<file path="src/rtl/layer_sequencer.sv">
// Sequencer for one fully-connected layer: buffers an input vector, broadcasts it to the neurons,
// collects their results and drains them in neuron order. Optional argmax via LAYER_SEQ_ARGMAX_EN.
//
// state    | meaning
// S_LOAD   | accepting input words into ibuf (in_ready=1)
// S_STREAM | contiguous n_valid burst of ibuf[0..numInputs-1]
// S_WAIT   | capturing neuron results until every neuron has reported
// S_DRAIN  | presenting obuf[rd_idx] downstream with valid/ready
module layer_sequencer #(
  parameter int numInputs  = 10,
  parameter int numNeurons = 10,
  parameter int dataWidth  = 16
) (
  input  logic                             clk,
  input  logic                             rst,
  input  logic [dataWidth-1:0]             in_data,
  input  logic                             in_valid,
  output logic                             in_ready,
  output logic [dataWidth-1:0]             n_data,
  output logic                             n_valid,
  input  logic [numNeurons*dataWidth-1:0]  n_out,
  input  logic [numNeurons-1:0]            n_outvalid,
  output logic [dataWidth-1:0]             out_data,
  output logic                             out_valid,
  input  logic                             out_ready,
  output logic                             busy,
  output logic                             layer_done
`ifdef LAYER_SEQ_ARGMAX_EN
  ,
  output logic [$clog2(numNeurons)-1:0]    argmax_idx,
  output logic                             argmax_valid
`endif
);

  localparam int IW  = $clog2(numInputs + 1);
  localparam int RW  = $clog2(numNeurons + 1);
  localparam int IAW = (numInputs > 1) ? $clog2(numInputs) : 1;
  localparam int RAW = (numNeurons > 1) ? $clog2(numNeurons) : 1;
  localparam logic [IW-1:0] IN_LAST = IW'(numInputs - 1);
  localparam logic [IW-1:0] IN_CNT  = IW'(numInputs);
  localparam logic [RW-1:0] RD_LAST = RW'(numNeurons - 1);

  typedef enum logic [1:0] {S_LOAD, S_STREAM, S_WAIT, S_DRAIN} state_t;

  state_t                 state, state_nxt;
  logic [IW-1:0]          wr_idx, st_idx;
  logic [RW-1:0]          rd_idx;
  logic [numNeurons-1:0]  got, got_nxt;
  logic [dataWidth-1:0]   ibuf [numInputs];
  logic [dataWidth-1:0]   obuf [numNeurons];
  logic                   in_fire, out_fire;

  always_ff @(posedge clk) begin
    if (rst) state <= S_LOAD;
    else     state <= state_nxt;
  end

  always_comb begin
    state_nxt  = state;
    in_ready   = 1'b0;
    out_valid  = 1'b0;
    out_data   = obuf[rd_idx[RAW-1:0]];
    layer_done = 1'b0;
    in_fire    = 1'b0;
    out_fire   = 1'b0;
    busy       = (state != S_LOAD);
    got_nxt    = got | n_outvalid;
    case (state)
      S_LOAD: begin
        in_ready = 1'b1;
        in_fire  = in_valid;
        if (in_valid && wr_idx == IN_LAST) state_nxt = S_STREAM;
      end
      S_STREAM: if (st_idx == IN_CNT) state_nxt = S_WAIT;
      S_WAIT:   if (&got_nxt) state_nxt = S_DRAIN;
      S_DRAIN: begin
        out_valid = 1'b1;
        out_fire  = out_ready;
        if (out_ready && rd_idx == RD_LAST) begin
          layer_done = 1'b1;
          state_nxt  = S_LOAD;
        end
      end
      default: state_nxt = S_LOAD;
    endcase
  end

  always_ff @(posedge clk) begin
    if (rst) begin
      wr_idx  <= '0;
      st_idx  <= '0;
      rd_idx  <= '0;
      got     <= '0;
      n_valid <= 1'b0;
      n_data  <= '0;
    end else begin
      case (state)
        S_LOAD: if (in_valid) begin
          // The first beat launches on the accepting edge, so ibuf[0] may still be in flight.
          if (wr_idx == IN_LAST) begin
            wr_idx  <= '0;
            st_idx  <= IW'(1);
            n_valid <= 1'b1;
            n_data  <= (wr_idx == '0) ? in_data : ibuf[0];
          end else begin
            wr_idx <= wr_idx + IW'(1);
          end
        end
        S_STREAM: begin
          if (st_idx == IN_CNT) begin
            st_idx  <= '0;
            n_valid <= 1'b0;
          end else begin
            n_data <= ibuf[st_idx[IAW-1:0]];
            st_idx <= st_idx + IW'(1);
          end
        end
        S_WAIT: got <= got_nxt;
        S_DRAIN: if (out_ready) begin
          if (rd_idx == RD_LAST) begin
            rd_idx <= '0;
            got    <= '0;
          end else begin
            rd_idx <= rd_idx + RW'(1);
          end
        end
        default: ;
      endcase
    end
  end

  always_ff @(posedge clk) begin
    if (in_fire) ibuf[wr_idx[IAW-1:0]] <= in_data;
    if (state == S_WAIT) begin
      for (int i = 0; i < numNeurons; i++)
        if (n_outvalid[i]) obuf[i] <= n_out[i*dataWidth +: dataWidth];
    end
  end

`ifdef LAYER_SEQ_ARGMAX_EN
  logic signed [dataWidth-1:0] max_val;
  logic [RAW-1:0]              max_idx;
  logic                        take;

  // Strict greater-than keeps the lower index on ties.
  assign take         = (rd_idx == '0) || ($signed(out_data) > max_val);
  assign argmax_valid = layer_done;

  always_ff @(posedge clk) begin
    if (rst) begin
      max_val    <= '0;
      max_idx    <= '0;
      argmax_idx <= '0;
    end else if (out_fire) begin
      if (take) begin
        max_val <= $signed(out_data);
        max_idx <= rd_idx[RAW-1:0];
      end
      if (layer_done) argmax_idx <= take ? rd_idx[RAW-1:0] : max_idx;
    end
  end
`endif

endmodule

</file>
<file path="config.mk">
export PLATFORM = sky130hd
export DESIGN_NAME = layer_sequencer
export DESIGN_NICKNAME = d
export VERILOG_FILES = /design/src/rtl/layer_sequencer.sv
export SDC_FILE = /design/constraint.sdc
export NUM_CORES = 1
export LEC_CHECK = 0
export BUFFER_PORTS_ARGS = -buffer_cell sky130_fd_sc_hd__buf_2
export CAP_MARGIN = 20
export CORE_MARGIN = 10
export CORE_UTILIZATION = 30
export DETAILED_ROUTE_END_ITERATION = 6
export GPL_TIMING_DRIVEN = 0
export SLEW_MARGIN = 20
export SYNTH_ARGS = -nofsm -noshare
export SYNTH_HDL_FRONTEND = slang
export SYNTH_SLANG_ARGS = --single-unit
</file>
<file path="constraint.sdc">
create_clock -name clk -period 4.2 [get_ports clk]
set_clock_uncertainty 0.15 [all_clocks]
set_input_delay 0.42 -clock clk [delete_from_list [all_inputs] [get_ports clk]]
set_output_delay 0.42 -clock clk [all_outputs]
set_load 0.02 [all_outputs]
</file>
# [After elaboration in Yosys (flattened, before gate mapping)]
# Memory sizes are Yosys's and may differ from the RTL's. A register that Yosys moved wholly into a read port is not among the register bits.
# Cells that the tools add are included.
[totals] word_cells=107 ff_bits=41 output_inout_bits=37 n_memories=2 ram_bits=320 input_bits=190
[mem_list] name="ibuf" words=10 word_bits=16 rd=2 rd_clocked_by_memory_dff=1 write_ports=1 line_no="49" source="logic [dataWidth-1:0] ibuf [numInputs];"
[mem_list] name="obuf" words=10 word_bits=16 rd=1 rd_clocked_by_memory_dff=1 write_ports=10 line_no="50" source="logic [dataWidth-1:0] obuf [numNeurons];"
[op_classes] eq_ne=15 mux=64 add_sub_neg=3 n_bitwise=1 n_reduce_logical=15
[ops] op="$mux W16" count=4
[ops] op="$mux W1" count=40
[ops] op="$mux W4" count=9
[ops] op="$pmux W16 S2" count=1
[ops] op="$mux W10" count=2
[ops] op="$pmux W10 S2" count=1
[ops] op="$ne A2 B2 Y1 const B" count=9
[ops] op="$add A4 B1 Y4 const B" count=3
[ops] op="$eq A4 B4 Y1 const B" count=3
[ops] op="$reduce_and A4 Y1" count=3
[ops] op="$or A10 B10 Y10" count=1
[ops] op="$reduce_and A10 Y1" count=1
[ops] op="$mux W2" count=4
[ops] op="$pmux W2 S4" count=1
[ops] op="$pmux W4 S2" count=1
[ops] op="$reduce_and A3 Y1" count=2
[ops] op="$reduce_bool A2 Y1" count=3
[ops] op="$eq A2 B2 Y1 const B" count=2
[ops] op="$logic_not A4 Y1" count=1
[ops] op="$reduce_and A2 Y1" count=2
[ops] op="$eq A2 B1 Y1 const B" count=1
[ops] op="$logic_and A1 B1 Y1" count=2
[ops] op="$logic_not A2 Y1" count=1
[ops] op="$pmux W1 S2" count=1

# [Longest topological paths before layout]
# Gate-level depths: netlist of run 1.
[logic_depth] depth_word=6 ltp_mapped=9 depth_no_buf=8

# [Worst setup path before layout of run 1]
# OpenSTA, ideal clock, no wires.
[synth_timing] kind="reg-to-reg" start="reg state[0]" end="mem ibuf[2][0] (enable)" t_required_ns=3.614 path_stages_with_launch=6 path_buffers=0 arrival_ns=2.903 setup_ns=0.436 period_less_slack_ns=3.489 slack_ns=0.711 cell_sequence="dfxtp_1 -> inv_1 -> ha_1 -> nand2_1 -> nor2_1 -> nor4b_1"
[synth_between] elab_chain_cells=4
[synth_lines] element="start, declared" line_no="45" source="state_t state, state_nxt;"
[synth_lines] element="start signal, assigned" line_no="55" source="else state <= state_nxt;"
[synth_lines] element="$logic_not A2 Y1" line_no="68" source="case (state)"
[synth_lines] element="$mux W1" line_no="68"
[synth_lines] element="$mux W1" line_no="133" source="if (in_fire) ibuf[wr_idx[IAW-1:0]] <= in_data;"
[synth_lines] element="$mux W1 (implied by the code)" line_no="133"
[synth_lines] element="end, declared" line_no="49"
# Every way passes these cells.

==> results of run 1 <==
==> through the flow <==
step / total power [uW] / hold slack, ns / worst slack [ns] / instances / setup TNS [ns]
floorplan: 5030 / 0.328 / 0.711 / 773 / 0
global placement: 5430 / 0.302 / -1.32 / 1613 / -58.34
detailed placement: 5470 / 0.304 / 0.852 / 1626 / 0
CTS: 9260 / 0.00172 / 0.516 / 1871 / 0
global route: 9540 / 0.0255 / 0.412 / 1875 / 0
finish: 9180 / 0.0253 / 0.606 / 1877 / 0
==> synth_stat cells (2+ instances only) <==
master | count | area [um^2]
or3_1 | 4 | 25.0
nor2_1 | 25 | 93.8
mux4_2 | 64 | 1440
inv_1 | 9 | 33.8
edfxtp_1 | 320 | 9610
nor4_1 | 3 | 18.8
o2bb2ai_2 | 10 | 150
nand2b_1 | 2 | 12.5
o221ai_1 | 5 | 43.8
buf_2 | 10 | 50.1
xor2_1 | 3 | 26.3
nand2_1 | 11 | 41.3
nor2b_1 | 23 | 144
o22ai_1 | 5 | 31.3
nor3b_1 | 2 | 15.0
o21ai_0 | 10 | 50.1
a22oi_1 | 11 | 82.6
o2bb2ai_1 | 5 | 43.8
dfxtp_1 | 49 | 981
ha_1 | 7 | 87.6
and3_1 | 3 | 18.8
nor3_1 | 5 | 25.0
a21oi_1 | 26 | 130
a211oi_1 | 16 | 120
mux2_2 | 30 | 338
mux2i_1 | 18 | 180
o31ai_1 | 2 | 15.0
a41oi_1 | 15 | 131
o221ai_2 | 10 | 150
buf_1 | 8 | 30.0
clkbuf_1 | 24 | 90.1
nand3_1 | 6 | 30.0
and2_1 | 12 | 75.1
buf_4 | 2 | 15.0
==> layout make-up <==
cell class | count | area, um^2
buffer | 47 | 219
sequential | 369 | 10600
fill | 4233 | 28100
clock buffer | 52 | 1120
inverter | 9 | 33.8
timing repair buffer | 407 | 2920
multi-input combinational | 348 | 3700
tap | 615 | 769
clock inverter | 24 | 269
antenna | 6 | 15.0
==> cells in the final DEF, fill, tap and decap left out, types with 3 or more instances in the layout <==
cell type,instances
nand2_1,11
a21oi_1,26
o22ai_1,5
nor2_1,24
dfxtp_1,49
inv_1,9
dlygate4sd3_1,169
or3_1,4
mux4_2,64
nand3_1,6
bufinv_16,5
buf_8,3
mux2i_1,18
nor2b_1,23
a211oi_1,16
o2bb2ai_2,10
o221ai_2,10
clkinvlp_4,8
o21ai_0,10
buf_1,8
a22oi_1,11
diode_2,6
o221ai_1,5
ha_1,7
clkbuf_16,43
buf_6,3
and2_1,12
a41oi_1,15
clkbuf_1,32
edfxtp_1,320
xor2_1,3
o2bb2ai_1,5
buf_2,244
clkinv_1,3
mux2_2,30
clkinv_2,6
nor3_1,4
==> routing by layer <==
| metal | vias up | global-route usage [%] |
|---|---|---|
| met5 | - | 0 |
| met4 | 8 | 6.61 |
| met3 | 92 | 4.02 |
| met2 | 400 | 23.8 |
| met1 | 4520 | 18.9 |
| li1 | 4093 | - |
==> path summary, 6_finish.rpt <==
kind                                 start            to  slack (ns)
worst max-delay path              register  out_data[13]        0.61
worst min-delay path            in_data[4]    ibuf[0][4]        0.03
worst max register to register    state[0]    ibuf[8][4]        0.81
worst min register to register  n_data[14]    n_data[14]        0.32
==> power by group <==
group,switching [uW],internal [uW],total [uW]
clock,1450,2210,3660
sequential,60.6,4130,4190
combinational,718,618,1340
total,2230,6950,9180
==> worst max-delay path, delay by kind of cell, from the launching register on <==
kind	cells	cell delay [ns]
buf+inv	2	0.91
flops	1	0.52
mux	1	0.46
compound gates	2	0.40
simple gates	1	0.18
==> cell families after synthesis <==
logic type / Yosys count
compound gates: 124
xor+xnor: 3
fa+ha+maj: 7
buf+inv: 56
flops: 369
mux: 112
simple gates: 102
==> repair_timing <==
action	CTS	global route
buffers inserted	0	0
endpoints found under the hold margin	196	0
gates resized for setup	0	0
hold buffers	169	0
==> flip-flops by register name, indices dropped and copies added (netlist names), named ones only <==
signal	cells
n_valid	1
st_idx	4
obuf	160
ibuf	160
rd_idx	4
wr_idx	4
state	2
got	10
n_data	16
==> results.md, run 1 <==
- Status: completed
- Cell variety after synth: 52
- Syn. warnings: 0
- Routability cong.: 0.858
- Seq/Total Area, Yosys: 73.0%
- Total routed wirelength: 43800 um
- Gr usage total: 15.0%
- CTS H-tree depth: 2
- Final Critical Period: 3.59 ns
- Share of cells above drive strength 1: 35.1%
- Crit end category: primary output
- EDFF count, synth: 320
- Mux contribution to synthesized area: 13.5%
- # DRC: 0
- Met1 WL: 18300 um
- R2R depth: 7
- Post-Syn Area: 14500 um^2
- Top sig layer: met5
- Longest Clk Path Bufs: 3
- WL/cell: 23.3 um
- Num CTS Buffers: 41
- DRT Pass-1 Iters: 4
- Die Ht: 240 um
- Worst-Margin Slew: 0.952 ns
- Total number of vias: 9113
- Drt initial violations: 713
- Peak supply drop: 0.000327 V
- CTS root buffer: clkbuf_16
- WHS Path Cells: 1
- Post-synth ARST share: 0%
- Placed wire-length estimate: 30100 um
- Fraction of the mapped netlist area in simple logic gates: 3.79%
- Net count after synthesis: 970
- Combinational family with the most area after synthesis: multiplexers
- Design Area, Final: 19600 um^2
- Vias per cell: 4.86
- Worst-path clk slew: 0.06 ns
- Slowest cell on the critical path: buf_1
- Final period utilization: 85.6%
- Final nets: 1420
- Synth-to-layout area growth: 35.3%
- Number of global-route vias before repair: 9642
- Core area: 47700 um^2
- Most used DFF post-synth: edfxtp_1
- PD cells: 468 nW/um^2
- CTS Sinks: 369
- CP Data Arrival Time: 3.02 ns
- Max-slew headroom: 36.5%
- Crit-path max cell delay: 0.69 ns
- CP cell instances: buf_1 > mux4_2 > nor2b_1 > a211oi_1 > a21oi_1 > buf_2
- Post-Synthesis Cells: 773
- Critical path required time: 3.63 ns
- Post-Synth Adder-Cell Area: 0.604%
- Critical Path Source Type: register
- Setup violators final: 0
- Setup repair after global routing missed its margin: false
- CTS tree: yes
- Largest net degree at the start of global routing: 19
- Leak: 0.00667 uW
- Final hold violation count: 0
- Setup CP Type: reg2out
- Row Count: 80
- Io pins: 227
- DIE WIDTH: 240 um
- Crit path max fanout: 10
- Fmax: 278 MHz
- Initial core utilization: 30.4%
- Maxcap violations: 0
- Port bufs: 225
- Compound-Gate Fraction of Synth Area: 7.20%
- Synth Area in XOR/XNOR: 0.181%
- Cell Area, Placed: 16500 um^2
- Hold Crit Class: in2reg
- First-pass GRT wire length: 63900 um
- Met2 WL: 20200 um
- Remaining global-route overflow: 0
- DR WL met3: 3600 um
- Initial antenna violation count: 9
- Syn_area_per_cell: 18.8 um^2
- Worst-Skew Late Latency: 0.55 ns
- ANT nets after route: 0
- Die area: 57600 um^2
- Final Core Density: 41.1%
- Synthesized flop and latch total: 369
- Max Slew Vio Count: 0
No activity file was read; power rests on OpenSTA's default activity.
==> run 2, diff against run 1 <==
--- a/config.mk
+++ b/config.mk
@@ -11,6 +11,7 @@
 export CORE_UTILIZATION = 30
 export DETAILED_ROUTE_END_ITERATION = 6
 export GPL_TIMING_DRIVEN = 0
+export HOLD_SLACK_MARGIN = 0.05
 export SLEW_MARGIN = 20
 export SYNTH_ARGS = -nofsm -noshare
 export SYNTH_HDL_FRONTEND = slang
==> run 2 against run 1 <==
- sequential share of layout area fell by 0.48 points
- first-iteration DRC count is 7.3% higher
- sequential power hardly changed
- global-route usage is 0.069 points higher
- fmax fell by 0.27%
- non-clock buffer count increased by 17
- clock power is essentially flat
- setup slack got worse by 0.0096 ns
- register-to-register slack improved by 0.02 ns
- flip-flop and latch count did not move
- routed wire length up 0.40%
==> results.md, run 2 (synthesized netlist as in run 1, its figures left out) <==
- Global route hottest layer: met2 (unchanged)
- Clock power share: 39.8% (about the same)
- Routability cong.: 0.858 (unchanged)
- CP delay by family, top: buffers and inverters (unchanged)
- Grt met2 use: 24.1% (was 23.8%)
- Status: completed (unchanged)
- Row Count: 80 (unchanged)
- CP Data Arrival Time: 3.03 ns (was 3.02 ns)
- # DRC: 0 (unchanged)
- Longest Clk Path Bufs: 3 (unchanged)
- Peak supply drop: 0.000332 V (was 0.000327 V)
- Crit path max fanout: 10 (unchanged)
- Switching pwr: 2230 uW (about the same)
- Reg power frac: 45.6% (about the same)
- Number of global-route vias before repair: 9761 (was 9642)
- Remaining global-route overflow: 0 (unchanged)
- Port bufs: 225 (unchanged)
- Gr usage total: 15.1% (was 15.0%)
- Final nets: 1437 (was 1420)
- WP buf/inv: 2 (unchanged)
- Slowest cell on the critical path: buf_1 (unchanged)
- CTS Sinks: 369 (unchanged)
- Hold_ws: 0.154 ns (was 0.0253 ns)
- Switching part of the total: 24.2% (was 24.3%)
- Setup violators final: 0 (unchanged)
- Max-slew headroom: 36.6% (was 36.5%)
- Largest net degree at the start of global routing: 19 (unchanged)
- CP cell instances: buf_1 > mux4_2 > nor2b_1 > a211oi_1 > a21oi_1 > buf_2 (unchanged)
- CTS root buffer: clkbuf_16 (unchanged)
- Worst-path clk slew: 0.06 ns (about the same)
- Crit end category: primary output (unchanged)
- PD cells: 464 nW/um^2 (was 468 nW/um^2)
- Setup CP Type: reg2out (unchanged)
- Final period utilization: 85.8% (was 85.6%)
- Fmax: 277 MHz (was 278 MHz)
- Postcts setup bufs: 0 (unchanged)
- Maxcap violations: 0 (unchanged)
- WL/cell: 23.2 um (was 23.3 um)
- DIE WIDTH: 240 um (unchanged)
- Io pins: 227 (unchanged)
- Commonest non-fill, non-tap cell in the layout: edfxtp_1 (unchanged)
- Commonest non-fill, non-tap cells in the layout: 320 x edfxtp_1, 244 x buf_2, 186 x dlygate4sd3_1 (was 320 x edfxtp_1, 244 x buf_2, 169 x dlygate4sd3_1)
- Synth-to-layout area growth: 36.5% (was 35.3%)
- ANT nets after route: 0 (unchanged)
- Worst-Margin Slew: 0.951 ns (was 0.952 ns)
- Hold Crit Class: in2reg (unchanged)
- Initial antenna violation count: 7 (was 9)
- Initial core utilization: 30.4% (unchanged)
- Vias per cell: 4.84 (was 4.86)
- Final Critical Period: 3.60 ns (was 3.59 ns)
- Placed wire-length estimate: 30100 um (unchanged)
- DRT Pass-1 Iters: 5 (was 4)
- Power consumption: 9190 uW (was 9180 uW)
- Leak: 0.00674 uW (was 0.00667 uW)
- CTS tree: yes (unchanged)
- Drt initial violations: 765 (was 713)
- Critical path required time: 3.63 ns (about the same)
- Met1 usage: 18.9% (about the same)
- Worst-Skew Late Latency: 0.55 ns (about the same)
- CTS H-tree depth: 2 (unchanged)
- Met3 Use GR: 4.01% (was 4.02%)
- Total number of vias: 9179 (was 9113)
- Die Ht: 240 um (unchanged)
- Total routed wirelength: 43900 um (was 43800 um)
- Share of cells above drive strength 1: 34.6% (was 35.1%)
- Setup repair after global routing missed its margin: false (unchanged)
- Core area: 47700 um^2 (unchanged)
- Final hold violation count: 0 (unchanged)
- Final Core Density: 41.5% (was 41.1%)
- Critical Path Source Type: register (unchanged)
- Num CTS Buffers: 41 (unchanged)
- Die area: 57600 um^2 (unchanged)
- Max Slew Vio Count: 0 (unchanged)
- Combinational fraction of design power: 14.6% (was 14.5%)
- First-pass GRT wire length: 64300 um (was 63900 um)
- Crit-path max cell delay: 0.69 ns (about the same)
- Cell-internal power: 6960 uW (was 6950 uW)
## run 2: path summary, 6_finish.rpt
kind / from / slack (ns) / cells past startpoint / end
setup / recovery: register / 0.60 / 6 / out_data[14]
hold / removal: out_ready / 0.15 / 4 / rd_idx[0]
setup reg to reg: state[0] / 0.83 / 7 / ibuf[8][4]
hold reg to reg: n_data[14] / 0.32 / 1 / n_data[14]
## run 2: layout make-up
type	count	area (um^2)
fillers	4214	27900
repair buffers	424	3090
clock inverters	24	269
diodes	8	20.0
flip-flops and latches	369	10600
well taps	615	769
multi-input cells	348	3700
clock buffers	52	1120
plain buffers	47	219
inverters	9	33.8
## run 2: repair_timing
| item | in CTS | in global routing |
|---|---|---|
| hold buffers | 186 | 0 |
| hold endpoints to repair | 321 | 0 |
| resized for setup | 0 | 0 |
## run 2: per-stage QoR
| stage | worst slack (ns) | setup TNS [ns] | instances | cell area, um^2 |
|---|---|---|---|---|
| final | 0.596 | 0 | 1896 | 19800 |
| after global routing | 0.407 | 0 | 1892 | 19800 |
| after CTS | 0.516 | 0 | 1888 | 19800 |
| after detailed placement | 0.852 | 0 | 1626 | 16500 |
| after global placement | -1.32 | -58.34 | 1613 | 16400 |
| after floorplan | 0.711 | 0 | 773 | 14500 |
## run 2: power by group through the flow
| stage | combinational, uW | clock, uW | sequential [uW] |
|---|---|---|---|
| final | 1340 | 3660 | 4190 |
| after global routing | 1460 | 3900 | 4200 |
| after CTS | 1360 | 3730 | 4190 |
| after detailed placement | 1210 | 0 | 4260 |
| after global placement | 1170 | 0 | 4270 |
| after floorplan | 781 | 0 | 4250 |
## run 2: worst register-to-register path: stages, from the launching register on
cell	delay, ns
dfxtp_1	0.33
inv_1	0.13
ha_1	0.41
nand2_1	0.17
nor2b_1	0.15
clkbuf_1	0.36
clkbuf_1	0.45
and2_1	0.84
## run 2: layer usage
metal | share of wire (%) | vias up
li1 | - | 4129
met1 | 41 | 4550
met2 | 46 | 409
met3 | 8.3 | 87
met4 | 3.9 | 4
met5 | 0.052 | -
==> run 3, diff against run 2 <==
--- a/config.mk
+++ b/config.mk
@@ -8,10 +8,11 @@
 export BUFFER_PORTS_ARGS = -buffer_cell sky130_fd_sc_hd__buf_2
 export CAP_MARGIN = 20
 export CORE_MARGIN = 10
-export CORE_UTILIZATION = 30
+export CORE_UTILIZATION = 49
 export DETAILED_ROUTE_END_ITERATION = 6
 export GPL_TIMING_DRIVEN = 0
 export HOLD_SLACK_MARGIN = 0.05
+export PLACE_DENSITY = 0.7
 export SLEW_MARGIN = 20
 export SYNTH_ARGS = -nofsm -noshare
 export SYNTH_HDL_FRONTEND = slang
==> run 3 against run 2 <==
- largest cell class unchanged
- flip-flop and latch count unchanged
- register-to-register slack worse by 0.07 ns
- setup slack better by 0.12 ns
==> results.md, run 3 (synthesized netlist as in run 1, its figures left out) <==
- DRT Pass-1 Iters: 5 (unchanged)
- Io pins: 227 (unchanged)
- Commonest non-fill, non-tap cell in the layout: edfxtp_1 (unchanged)
- CP cell instances: buf_2 > buf_2 > mux4_2 > a211oi_1 > a21oi_1 > buf_2 (was buf_1 > mux4_2 > nor2b_1 > a211oi_1 > a21oi_1 > buf_2)
- Die Ht: 192 um (was 240 um)
- Worst-path clk slew: 0.06 ns (about the same)
- CP delay by family, top: buffers and inverters (unchanged)
- Setup CP Type: reg2out (unchanged)
- Max-slew headroom: 28.4% (was 36.6%)
- RR Startpoint: state[0] (unchanged)
- Num CTS Buffers: 39 (was 41)
- Share of cells above drive strength 1: 34.0% (was 34.6%)
- Power consumption: 8750 uW (was 9190 uW)
- Routability cong.: 0.851 (was 0.858)
- First-pass GRT wire length: 62300 um (was 64300 um)
- Longest Clk Path Bufs: 3 (unchanged)
- Final Non-Filler Cells: 1663 (was 1896)
- CTS H-tree depth: 2 (unchanged)
- Slowest cell on the critical path: mux4_2 (was buf_1)
- Gr usage total: 22.8% (was 15.1%)
- Crit path top cell by count: buf_2
- Row Count: 62 (was 80)
- DIE WIDTH: 192 um (was 240 um)
- Leak: 0.00662 uW (was 0.00674 uW)
- Peak supply drop: 0.000483 V (was 0.000332 V)
- Die area: 36900 um^2 (was 57600 um^2)
- ANT nets after route: 0 (unchanged)
- Number of global-route vias before repair: 9911 (was 9761)
- Placed wire-length estimate: 26700 um (was 30100 um)
- WL/cell: 25.5 um (was 23.2 um)
- Remaining global-route overflow: 0 (unchanged)
- Setup repair after global routing missed its margin: false (unchanged)
- # DRC: 0 (unchanged)
- Largest net degree at the start of global routing: 19 (unchanged)
- Filler Cells Inserted: 1924 (was 4214)
- Inst Count DP: 1394 (was 1626)
- Cell Area, Placed: 16200 um^2 (was 16500 um^2)
- Critical Path Source Type: register (unchanged)
- CP Data Arrival Time: 2.92 ns (was 3.03 ns)
- Crit end category: primary output (unchanged)
- R2R depth: 7 (unchanged)
- Status: completed (unchanged)
- CTS root buffer: clkbuf_16 (unchanged)
- Design Area, Final: 19300 um^2 (was 19800 um^2)
- Worst-Skew Late Latency: 0.53 ns (was 0.55 ns)
- Stages on worst setup path: 6 (unchanged)
- Total routed wirelength: 42300 um (was 43900 um)
- Hold Crit Class: in2reg (unchanged)
- Critical path required time: 3.63 ns (about the same)
- Maxcap violations: 0 (unchanged)
- Core area: 28900 um^2 (was 47700 um^2)
- Commonest non-fill, non-tap cells in the layout: 320 x edfxtp_1, 240 x buf_2, 178 x dlygate4sd3_1 (was 320 x edfxtp_1, 244 x buf_2, 186 x dlygate4sd3_1)
- PD cells: 454 nW/um^2 (was 464 nW/um^2)
- Place WS: 0.783 ns (was 0.852 ns)
- Final period utilization: 83.0% (was 85.8%)
- Drt initial violations: 876 (was 765)
- Initial antenna violation count: 17 (was 7)
- Initial core utilization: 50.1% (was 30.4%)
- Setup violators final: 0 (unchanged)
- CTS tree: yes (unchanged)
- Worst-Margin Slew: 1.07 ns (was 0.951 ns)
- Final hold violation count: 0 (unchanged)
- WP buf/inv: 3 (was 2)
- Final nets: 1426 (was 1437)
- Synth-to-layout area growth: 32.7% (was 36.5%)
- Worst R2R Setup Slack: 0.76 ns (was 0.83 ns)
- Crit-path max cell delay: 0.64 ns (was 0.69 ns)
- Total number of vias: 9388 (was 9179)
- Port bufs: 225 (unchanged)
- Fmax: 287 MHz (was 277 MHz)
- Fin worst setup slack: 0.713 ns (was 0.596 ns)
- Vias per cell: 5.65 (was 4.84)
- Final Critical Period: 3.49 ns (was 3.60 ns)
- Crit path max fanout: 10 (unchanged)
- Max Slew Vio Count: 0 (unchanged)
- Crit path to: out_data[8] (was out_data[14])
- CTS Sinks: 369 (unchanged)
- R2R Path End: ibuf[8][0] (was ibuf[8][4])
-- run 3: changes by cell type in the layout (fill, tap and decap cells not counted), moves of 2 or more --
cell           delta
diode_2          +11
clkinv_1          +9
dlygate4sd3_1     -8
buf_4             +5
bufinv_16         -5
clkinvlp_4        -5
buf_2             -4
clkbuf_16         -3
clkbuf_1          -2
clkbuf_8          +2
clkinv_2          -2
-- run 3: final cells by class --
class | count | area [um^2] | area share (%)
flip-flops and latches | 369 | 10600 | 55.0
multi-input cells | 348 | 3690 | 19.2
repair buffers | 415 | 3000 | 15.6
clock buffers | 49 | 1060 | 5.53
well taps | 384 | 480 | 2.49
plain buffers | 47 | 219 | 1.14
clock inverters | 23 | 130 | 0.676
diodes | 19 | 47.5 | 0.247
inverters | 9 | 33.8 | 0.175
-- run 3: routing by layer --
layer / GRT usage, % / up-vias / wire length [um]
li1: - / 4107 / -
met1: 28.9 / 4744 / 16400
met2: 38.2 / 440 / 21600
met3: 4.06 / 97 / 2790
met4: 9.24 / 0 / 1520
met5: 0 / - / 0
-- run 3: worst reg2reg max path: cells and delay by family (launching register included) --
family / cells / cell delay (ns)
and+or+nand+nor: 3 / 1.23
buffers and inverters: 3 / 0.97
adders and majority gates: 1 / 0.37
DFF: 1 / 0.32
-- run 3: repair_timing --
action	in CTS	in global routing
hold buffers	178	0
resized for setup	0	0
buffers inserted	0	0
hold endpoints to repair	247	0
-- run 3: how the worst min path moves through the flow --
stage / from / to / slack (ns) / depth (start not counted)
6_report: in_data[1] / ibuf[6][1] / 0.07 / 1
5_1_grt: in_data[1] / ibuf[4][1] / 0.07 / 1
4_1_cts: in_data[1] / ibuf[4][1] / 0.05 / 1
3_5_place_dp: n_data[8] / n_data[8] / 0.31 / 1
3_3_place_gp: n_data[8] / n_data[8] / 0.30 / 1
2_1_floorplan: got[2] / got[2] / 0.33 / 2
-- run 3: report_power, final --
group | internal (uW) | total [uW] | switching (uW)
Clock | 1810 | 3230 | 1420
Sequential | 4120 | 4180 | 52.9
Combinational | 625 | 1340 | 717
Total | 6560 | 8750 | 2190
-- run 3: through the flow --
step | hold slack, ns | setup TNS, ns | util (%)
final | 0.0713 | 0 | 66.6
after global routing | 0.0739 | 0 | 66.5
after CTS | 0.0523 | 0 | 66.4
after detailed placement | 0.306 | 0 | 56.1
after global placement | 0.304 | -38.57 | 55.7
after floorplan | 0.328 | 0 | -
